[src/rtl/cosine_engine.sv]
// rtl/cosine_engine.sv - truncated Taylor cos/sin series scaled by v, one shared multiplier
module cosine_engine #(
    parameter int WIDTH = 16,
    parameter int FRAC  = 11,
    parameter int TERMS = 6
) (
    input  logic                    clk,
    input  logic                    rst,
    input  logic                    start,
    input  logic                    mode,
    input  logic signed [WIDTH-1:0] v_in,
    input  logic signed [WIDTH-1:0] x_in,
    output logic                    busy,
    output logic                    done,
    output logic signed [WIDTH-1:0] series,
    output logic signed [WIDTH-1:0] distance
);

    typedef enum logic [2:0] {IDLE, LOAD, ACC_A, ACC_B, SCALE} state_t;

    localparam logic signed [2*WIDTH-1:0] MUL_MAX = {{(WIDTH+1){1'b0}}, {(WIDTH-1){1'b1}}};
    localparam logic signed [2*WIDTH-1:0] MUL_MIN = {{(WIDTH+1){1'b1}}, {(WIDTH-1){1'b0}}};
    localparam logic signed [WIDTH-1:0]   WORD_MAX = {1'b0, {(WIDTH-1){1'b1}}};
    localparam logic signed [WIDTH-1:0]   WORD_MIN = {1'b1, {(WIDTH-1){1'b0}}};
    localparam logic signed [WIDTH-1:0]   ONE = {{(WIDTH-FRAC-1){1'b0}}, 1'b1, {FRAC{1'b0}}};

    // Eight negative series coefficients, rounded half-up, packed k=0 in the low slot
    function automatic logic [8*WIDTH-1:0] coefTable(input logic sine);
        logic [8*WIDTH-1:0] tab;
        longint d;
        longint n;
        tab = '0;
        for (int k = 0; k < 8; k++) begin
            d = sine ? longint'((2*k+2)*(2*k+3)) : longint'((2*k+1)*(2*k+2));
            n = ((longint'(2) << FRAC) + d) / (2*d);
            tab[k*WIDTH +: WIDTH] = WIDTH'(-n);
        end
        return tab;
    endfunction

    localparam logic [8*WIDTH-1:0] COS_TAB = coefTable(1'b0);
    localparam logic [8*WIDTH-1:0] SIN_TAB = coefTable(1'b1);

    state_t                  state;
    logic                    modeReg;
    logic [2:0]              k;
    logic signed [WIDTH-1:0] vReg, xReg, x2, expr, term;
    logic signed [WIDTH-1:0] coef, mulA, mulB, mulOut, addOut;
    logic signed [2*WIDTH-1:0] prod, prodShift;
    logic [WIDTH:0]          sum;

    // Coefficient for the current term index and series kind
    always_comb begin
        coef = modeReg ? SIN_TAB[int'(k)*WIDTH +: WIDTH] : COS_TAB[int'(k)*WIDTH +: WIDTH];
    end

    // Operand mux in front of the single shared multiplier
    always_comb begin
        mulA = term;
        mulB = x2;
        case (state)
            LOAD:    begin mulA = xReg; mulB = xReg; end
            ACC_B:   begin mulA = term; mulB = coef; end
            SCALE:   begin mulA = vReg; mulB = expr; end
            default: ;
        endcase
    end

    // Fixed-point multiply: full product, floor shift by FRAC, saturate to a word
    always_comb begin
        prod      = (2*WIDTH)'(mulA) * (2*WIDTH)'(mulB);
        prodShift = prod >>> FRAC;
        if (prodShift > MUL_MAX)
            mulOut = WORD_MAX;
        else if (prodShift < MUL_MIN)
            mulOut = WORD_MIN;
        else
            mulOut = prodShift[WIDTH-1:0];
    end

    // Accumulator add with one guard bit, saturated on overflow
    always_comb begin
        sum = {expr[WIDTH-1], expr} + {term[WIDTH-1], term};
        if (sum[WIDTH] != sum[WIDTH-1])
            addOut = sum[WIDTH] ? WORD_MIN : WORD_MAX;
        else
            addOut = sum[WIDTH-1:0];
    end

    // Control FSM with registered handshake and result outputs
    always_ff @(posedge clk or posedge rst) begin
        if (rst) begin
            state    <= IDLE;
            modeReg  <= 1'b0;
            k        <= '0;
            vReg     <= '0;
            xReg     <= '0;
            x2       <= '0;
            expr     <= '0;
            term     <= '0;
            busy     <= 1'b0;
            done     <= 1'b0;
            series   <= '0;
            distance <= '0;
        end else begin
            case (state)
                IDLE: begin
                    if (start) begin
                        vReg    <= v_in;
                        xReg    <= x_in;
                        modeReg <= mode;
                        done    <= 1'b0;
                        busy    <= 1'b1;
                        state   <= LOAD;
                    end
                end
                LOAD: begin
                    x2    <= mulOut;
                    expr  <= '0;
                    k     <= '0;
                    term  <= modeReg ? xReg : ONE;
                    state <= ACC_A;
                end
                ACC_A: begin
                    expr  <= addOut;
                    term  <= mulOut;
                    state <= ACC_B;
                end
                ACC_B: begin
                    term <= mulOut;
                    k    <= k + 3'd1;
                    if (k == 3'(TERMS-1))
                        state <= SCALE;
                    else
                        state <= ACC_A;
                end
                SCALE: begin
                    distance <= mulOut;
                    series   <= expr;
                    done     <= 1'b1;
                    busy     <= 1'b0;
                    state    <= IDLE;
                end
                default: state <= IDLE;
            endcase
        end
    end

endmodule
[config.mk]
export PLATFORM = sky130hd
export DESIGN_NAME = cosine_engine
export DESIGN_NICKNAME = d
export VERILOG_FILES = /design/src/rtl/cosine_engine.sv
export SDC_FILE = /design/constraint.sdc
export NUM_CORES = 1
export LEC_CHECK = 0
export CORE_UTILIZATION = 60
export DETAILED_ROUTE_END_ITERATION = 7
export GPL_TIMING_DRIVEN = 0
export MAX_ROUTING_LAYER = met4
export PLACE_DENSITY = 0.81
export REMOVE_ABC_BUFFERS = 1
export SYNTH_ARGS = -nofsm -noshare
export SYNTH_HDL_FRONTEND = slang
export SYNTH_SLANG_ARGS = --single-unit
[constraint.sdc]
create_clock -name clk -period 17.1 [get_ports clk]
set_input_delay 2.565 -clock clk [delete_from_list [all_inputs] [get_ports clk]]
set_output_delay 2.565 -clock clk [all_outputs]
set_load 0.1 [all_outputs]
==> results of run 1 <==
-- layout by cell type (no fill, tap or decap), types with 7 or more instances in the layout --
| master | n |
|---|---|
| mux2_2 | 34 |
| inv_1 | 338 |
| a221o_1 | 28 |
| o221ai_1 | 8 |
| nor3_1 | 17 |
| mux2i_1 | 11 |
| xnor2_1 | 32 |
| o211ai_1 | 8 |
| a21oi_1 | 49 |
| a22oi_1 | 13 |
| o21a_1 | 10 |
| inv_6 | 7 |
| nand3_1 | 16 |
| a21o_1 | 21 |
| nand2b_1 | 23 |
| a221oi_1 | 15 |
| buf_4 | 10 |
| clkbuf_16 | 17 |
| or2_2 | 8 |
| nor2_1 | 173 |
| xor2_1 | 11 |
| dfrtp_1 | 120 |
| and2_1 | 37 |
| nand4_1 | 8 |
| nor2b_1 | 17 |
| o21ai_0 | 44 |
| a211oi_1 | 24 |
| ha_1 | 104 |
| nand2_1 | 217 |
| o21ai_1 | 17 |
| clkdlybuf4s50_1 | 69 |
| fa_1 | 262 |
-- worst max-delay path by stage --
stage                        start       end  slack, ns
after global placement    state[1]    x2[12]       1.34
final                     state[2]  term[14]       5.22
after detailed placement  state[1]  term[14]       4.96
after floorplan           state[1]    x2[12]       5.64
after global routing      state[2]  term[14]       4.81
after CTS                 state[1]  term[14]       4.91
-- registers in the layout, indices dropped and copies added (netlist names) --
| signal | cells |
|---|---|
| expr | 16 |
| busy | 1 |
| term | 16 |
| xReg | 16 |
| modeReg | 1 |
| state | 3 |
| k | 3 |
| done | 1 |
| distance | 16 |
| series | 16 |
| x2 | 16 |
| vReg | 16 |
-- tightest hold or removal path: stages (launching register included) --
cell and delay (ns):
dfrtp_1 0.34, nand2_1 0.05, nand2_1 0.06
-- layout make-up --
class / count / area (um2)
clock inverters: 15 / 176.4
flip-flops and latches: 121 / 3029
clock buffers: 17 / 425.4
inverters: 340 / 1281
repair buffers: 91 / 943.4
fillers: 2115 / 8685
well taps: 341 / 426.7
multi-input cells: 1298 / 12060
-- routing by layer --
metal  vias to the layer above  global-route usage [%]  wire length [um]
met5                         -                       -                 0
met4                         0                   11.58              1455
met3                       113                   5.665              3966
met2                       654                   56.72             22280
met1                      6823                   48.04             18760
li1                       5966                       -                 -
-- logic make-up (layout without fill, tap and decap cells) --
family	after synthesis	in the layout
compound gates	300	300
xor+xnor	43	43
fa+ha+maj	367	367
buf+inv	421	463
flops	121	121
mux	45	45
simple gates	543	543
-- stage by stage --
step | setup WS (ns) | cell area [um2] | cells | hold WS [ns] | util [%]
after floorplan | 5.643 | 16290 | 1759 | 0.4672 | -
after global placement | 1.343 | 17410 | 2169 | 0.4601 | 64.43
after detailed placement | 4.961 | 17670 | 2188 | 0.4618 | 65.37
after CTS | 4.906 | 18270 | 2220 | 0.4789 | 67.60
after global routing | 4.814 | 18340 | 2223 | 0.5042 | 67.87
final | 5.220 | 18340 | 2223 | 0.4736 | 67.87
==> metrics.md, run 1 <==
| Metric | Value |
|---|---|
| Status | complete, no violations |
| Worst path top cell family by delay | simple AND/OR/NAND/NOR gates |
| Post-synthesis compound-gate area fraction | roughly an eighth |
| Hold_buf cts | 0 |
| Critical Path AT | between 10 and 15 ns |
| Crit Path Category | reg2reg |
| Die X-Extent | between 150 and 200 um |
| Resized Gates After CTS | 0 |
| Num CTS Buffers | 17 |
| Total Neg Setup Slack | 0 ns |
| Largest net degree at the start of global routing | 79 |
| GP Congestion | between 0.9 and 1 |
| Initial core utilization | about three fifths |
| Worst hold path class | reg2reg |
| R2r endpoint | term[14] |
| CTS Sinks | about 120 |
| Most common cell in the netlist | inv_1 |
| First-pass iteration count of the detailed router | 8 |
| Largest family of logic cells by synthesized area | adder cells |
| Synth cell count leaders | inv_1, fa_1, nand2_1 |
| Max-cap violations | 0 |
| CTS tree | done |
| Mapped Cells | roughly 1,800 |
| Inserted Diodes | 0 |
| Clk_skew | between 0.009 and 0.01 ns |
| Post-synth top flop | dfrtp_1 |
| Grt ovf | 0 |
| Number of synthesized flops with an enable pin | 0 |
| HPWL after DPL | between 30,000 and 40,000 um |
| Total GRT Usage | 35.99% |
| First-pass GRT wire length | roughly 76,000 um |
| Worst-margin pin slew | 1.437 ns |
| Routed WL | between 40,000 and 50,000 um |
| Nets@finish | around 2,300 |
| Num rows | 60 |
| DRC viols | 0 |
| Crit path max-delay cell type | a221oi_1 |
| Worst-case reg-to-reg path depth | 28 |
| Sum of buffers and inverters on the critical path | 5 |
| Mux cell area share after synthesis | under 10% |
| CORE AREA | about 27,000 um2 |
| IO Port Bufs | 69 |
| CTS H-Tree Depth | 4 |
| Slew HR | 4.168% |
| Flop2flop setup slack | 5.22 ns |
| CTS max path bufs | 2 |
| Final Setup Violations | 0 |
| Adder-Cell Fraction of Synth Area | 39.45% |
| Fmax | roughly 84 MHz |
| IO Pins | 70 |
| Via count | between 10,000 and 15,000 |
| Post-synth ARST share | 100.0% |
| RR Startpoint | state[2] |
| Total setup buffers inserted after CTS | 0 |
| Mapped Avg Cell Area | ~9 um2 |
| RSZ-0062 raised after global routing | no |
| Fin crit share | a little over two thirds |
| Seq/Total Area, Yosys | a little under a fifth |
| Max Fanout on Critical Path | 40 |
| Vias per inst | between 6 and 7 |
| Worst hold stages | 2 |
| Die H | 168.4 um |
| Synth top area share | between 30% and 40% |
| Tmin final | ~12 ns |
| Clk slew on worst S/H paths | 0.06 ns |
| Hold Vio Cnt, Final | 0 |
| Area grow syn2layout | 10.38% |
| Yosys top cell by area | fa_1 |
| CP max stage delay | roughly 1 ns |
| Simple-gate share of the synthesized area | between 10 and 15% |
| Synth Register Bits | roughly 120 |
| XOR/XNOR Fraction of Synth Area | about 2.3% |
| Post-Synthesis Cell Area | about 17,000 um2 |
| Yosys warnings | 0 |
| Yosys cell types | 74 |
| Root Driver | clkbuf_16 |
| Synth area leaders | fa_1, dfrtp_1, ha_1 |
| Post-DRT Antenna Nets | 0 |
| Worst hold start | series[1] |
| Slew Limit Fails | 0 |
| Clock insertion delay at the later pin of the skew report | 0.43 ns |
| Crit path required time | around 17 ns |
| Critical path depth | 28 |
| Hold Path End | series[1] |
| Wire per inst | ~21 um |
| Drt first-iter violations | 1,244 |
| Worst setup EP type | flop |
| Most frequent CP cell | fa_1 |
| Die Footprint | 28,370 um2 |
| Initial antenna violation count | 1 |
| Share of cells above drive strength 1 | between 6 and 7% |
| CP Launch Type | flop |
| Vias in the first global route | approximately 14,000 |
Power of run 1 is not shown: default switching activity piles up to over one toggle a cycle in this logic, so the estimate is an artifact.
==> inputs of run 2 (changes only) <==
--- a/config.mk
+++ b/config.mk
@@ -5,11 +5,11 @@
 export SDC_FILE = /design/constraint.sdc
 export NUM_CORES = 1
 export LEC_CHECK = 0
-export CORE_UTILIZATION = 60
+export CORE_UTILIZATION = 58
 export DETAILED_ROUTE_END_ITERATION = 7
 export GPL_TIMING_DRIVEN = 0
 export MAX_ROUTING_LAYER = met4
-export PLACE_DENSITY = 0.81
+export PLACE_DENSITY = 0.82
 export REMOVE_ABC_BUFFERS = 1
 export SYNTH_ARGS = -nofsm -noshare
 export SYNTH_HDL_FRONTEND = slang
==> constraint.sdc (replaced) <==
create_clock -name clk -period 9.9 [get_ports clk]
set_input_delay 1.485 -clock clk [delete_from_list [all_inputs] [get_ports clk]]
set_output_delay 1.485 -clock clk [all_outputs]
set_load 0.1 [all_outputs]
==> run 2 against run 1 <==
The flow now finishes with violations (DRC). Routed wire length rose by 3.0%. Highest routed layer unchanged. Sequential share of layout area fell by 0.24 points. Register-to-register slack got worse by 5.0 ns. Die area rose by 3.4%. Design area increased by 1.9%. Final cell count increased by 2.5%. Critical path depth shrank 1. First-iteration DRC count up 18%. Global-route usage decreased by 0.65 points. Maximum frequency increased by 23%. Setup slack worse by 5.0 ns. Flip-flop and latch count did not move.
==> metrics.md, run 2 (synthesized netlist as in run 1, its figures left out) <==
| Metric | Value |
|---|---|
| Slew Limit Fails | 0 (unchanged) |
| Vias per inst | 6.126 (was 6.098) |
| IO Port Bufs | 69 (unchanged) |
| CTS tree | done (unchanged) |
| Crit path max-delay cell type | fa_2 (was a221oi_1) |
| Area grow syn2layout | 12.48% (was 10.38%) |
| Worst-case reg-to-reg path depth | 27 (was 28) |
| Status | finished, violations left (was complete, no violations) |
| Fillers | 2,142 (was 2,115) |
| Final cell count without fillers | 2,278 (was 2,223) |
| Hold Path End | series[5] (was series[1]) |
| Post-DRT Antenna Nets | 0 (unchanged) |
| Initial antenna violation count | 0 (was 1) |
| Max Fanout on Critical Path | 11 (was 40) |
| DRC viols | 1 (was 0) |
| Num rows | 61 (was 60) |
| Crit path required time | 10.19 ns (was 17.43 ns) |
| Grt peak-use layer | met2 (unchanged) |
| Worst hold stages | 2 (unchanged) |
| Multi-input gate area | 12,170 um2 (was 12,060 um2) |
| Clk slew on worst S/H paths | 0.06 ns (about the same) |
| Share of cells above drive strength 1 | 8.211% (was 6.482%) |
| CTS H-Tree Depth | 4 (unchanged) |
| DP Cell Count | 2,229 (was 2,188) |
| Hold slack | 0.4730 ns (was 0.4736 ns) |
| Most frequent cells in the layout | inv_1, fa_1, nand2_1, nor2_1, dfrtp_1 (unchanged) |
| Clk_skew | 0.008363 ns (was 0.009172 ns) |
| Flop2flop setup slack | 0.26 ns (was 5.22 ns) |
| Worst-margin pin slew | 1.280 ns (was 1.437 ns) |
| Num CTS Buffers | 17 (unchanged) |
| CP Launch Type | flop (unchanged) |
| Hold Vio Cnt, Final | 0 (unchanged) |
| Die Footprint | 29,330 um2 (was 28,370 um2) |
| Via count | 13,960 (was 13,560) |
| Worst hold start | series[5] (was series[1]) |
| First-pass GRT wire length | 76,230 um (was 75,580 um) |
| RR Startpoint | modeReg (was state[2]) |
| Die X-Extent | 171.3 um (was 168.4 um) |
| First-pass iteration count of the detailed router | 8 (unchanged) |
| Utilization after layout | 66.73% (was 67.87%) |
| Post-Layout Inst Area | 18,690 um2 (was 18,340 um2) |
| Inserted Diodes | 0 (unchanged) |
| Fmax | 103.8 MHz (was 84.17 MHz) |
| Vias in the first global route | 14,230 (was 13,870) |
| GP Congestion | 0.9588 (was 0.9652) |
| Met3 Use GR | 5.430% (was 5.665%) |
| Largest net degree at the start of global routing | 73 (was 79) |
| Total GRT Usage | 35.34% (was 35.99%) |
| Root Driver | clkbuf_16 (unchanged) |
| Placed Area | 17,720 um2 (was 17,670 um2) |
| Slew HR | 14.38% (was 4.168%) |
| Final Setup Violations | 0 (unchanged) |
| Worst setup EP type | flop (unchanged) |
| Met2 Resource Use GR | 54.63% (was 56.72%) |
| CTS max path bufs | 2 (unchanged) |
| Critical Path AT | 9.92 ns (was 12.21 ns) |
| Met1 GRT Util | 46.75% (was 48.04%) |
| Die H | 171.3 um (was 168.4 um) |
| Worst hold path class | reg2reg (unchanged) |
| Most frequent CP cell | fa_1 (unchanged) |
| Sequential standard cell area | 3042 um2 (was 3029 um2) |
| Routed WL | 47,870 um (was 46,460 um) |
| Tmin final | 9.636 ns (was 11.88 ns) |
| Fin crit share | 97.33% (was 69.48%) |
| CORE AREA | 28,010 um2 (was 27,030 um2) |
| Drt first-iter violations | 1,464 (was 1,244) |
| Crit Path Category | reg2reg (unchanged) |
| Hold_buf cts | 0 (unchanged) |
| Initial core utilization | 59.32% (was 61.49%) |
| Wire per inst | 21.01 um (was 20.90 um) |
| Max-cap violations | 0 (unchanged) |
| Most common cell after layout, fill and taps aside | inv_1 (unchanged) |
| Failing checks | DRC |
| IO Pins | 70 (unchanged) |
| CTS Sinks | 121 (unchanged) |
| Grt ovf | 0 (unchanged) |
| Clock insertion delay at the later pin of the skew report | 0.43 ns (about the same) |
| HPWL after DPL | 36,290 um (was 36,130 um) |
| CP max stage delay | 0.76 ns (was 0.99 ns) |
| Nets@finish | 2,289 (was 2,271) |
| R2r endpoint | term[11] (was term[14]) |
## run 2: cell types whose count changed in the layout (fill, tap and decap cells not counted), moves of 4 or more
cell / delta
buf_4: +11
bufinv_16: +5
inv_6: -5
dfrtp_1: -4
## run 2: worst max-delay path by stage
stage / start / slack (ns) / to / depth (start not counted)
CTS: state[0] / 0.007 / term[11] / 25
finish: modeReg / 0.26 / term[11] / 27
detailed placement: state[1] / -2.24 / term[14] / 27
global placement: state[1] / -5.64 / x2[12] / 27
floorplan: state[1] / -1.56 / x2[12] / 25
global route: state[2] / -0.02 / term[11] / 28
## run 2: metal layers
layer / vias up / share of wire, %
met1: 6925 / 39
met4: 0 / 4.6
met5: - / 0
met2: 835 / 46
li1: 6016 / -
met3: 179 / 9.9
## run 2: timing repair
item,in CTS,in global routing
resized for setup,23,12
pin swaps,2,2
buffers inserted,3,9
hold endpoints to repair,0,0
setup endpoints to repair,48,45
gates cloned,2,2
## run 2: metrics by stage
step,TNS (ns),setup WS (ns)
after floorplan,-63.17,-1.557
after global placement,-252.59,-5.644
after detailed placement,-89.00,-2.240
after CTS,0,0.007359
after global routing,-0.01851,-0.01851
final,0,0.2644
## run 2: cell type report
| cell class | instances | area share, % |
|---|---|---|
| Clock buffer | 19 | 2.370 |
| Clock inverter | 13 | 1.292 |
| Inverter | 340 | 6.875 |
| Multi-Input combinational cell | 1302 | 65.09 |
| Sequential cell | 121 | 16.27 |
| Tap cell | 378 | 2.530 |
| Timing Repair Buffer | 105 | 5.570 |
## run 2: worst max-delay path: cells and delay by family (launching register included)
kind / cells / cell delay [ns]
flops: 1 / 0.50
simple gates: 9 / 2.14
compound gates: 5 / 1.81
fa+ha+maj: 8 / 4.17
mux: 1 / 0.32
buf+inv: 4 / 0.51
Power of run 2 is left out for the same reason.
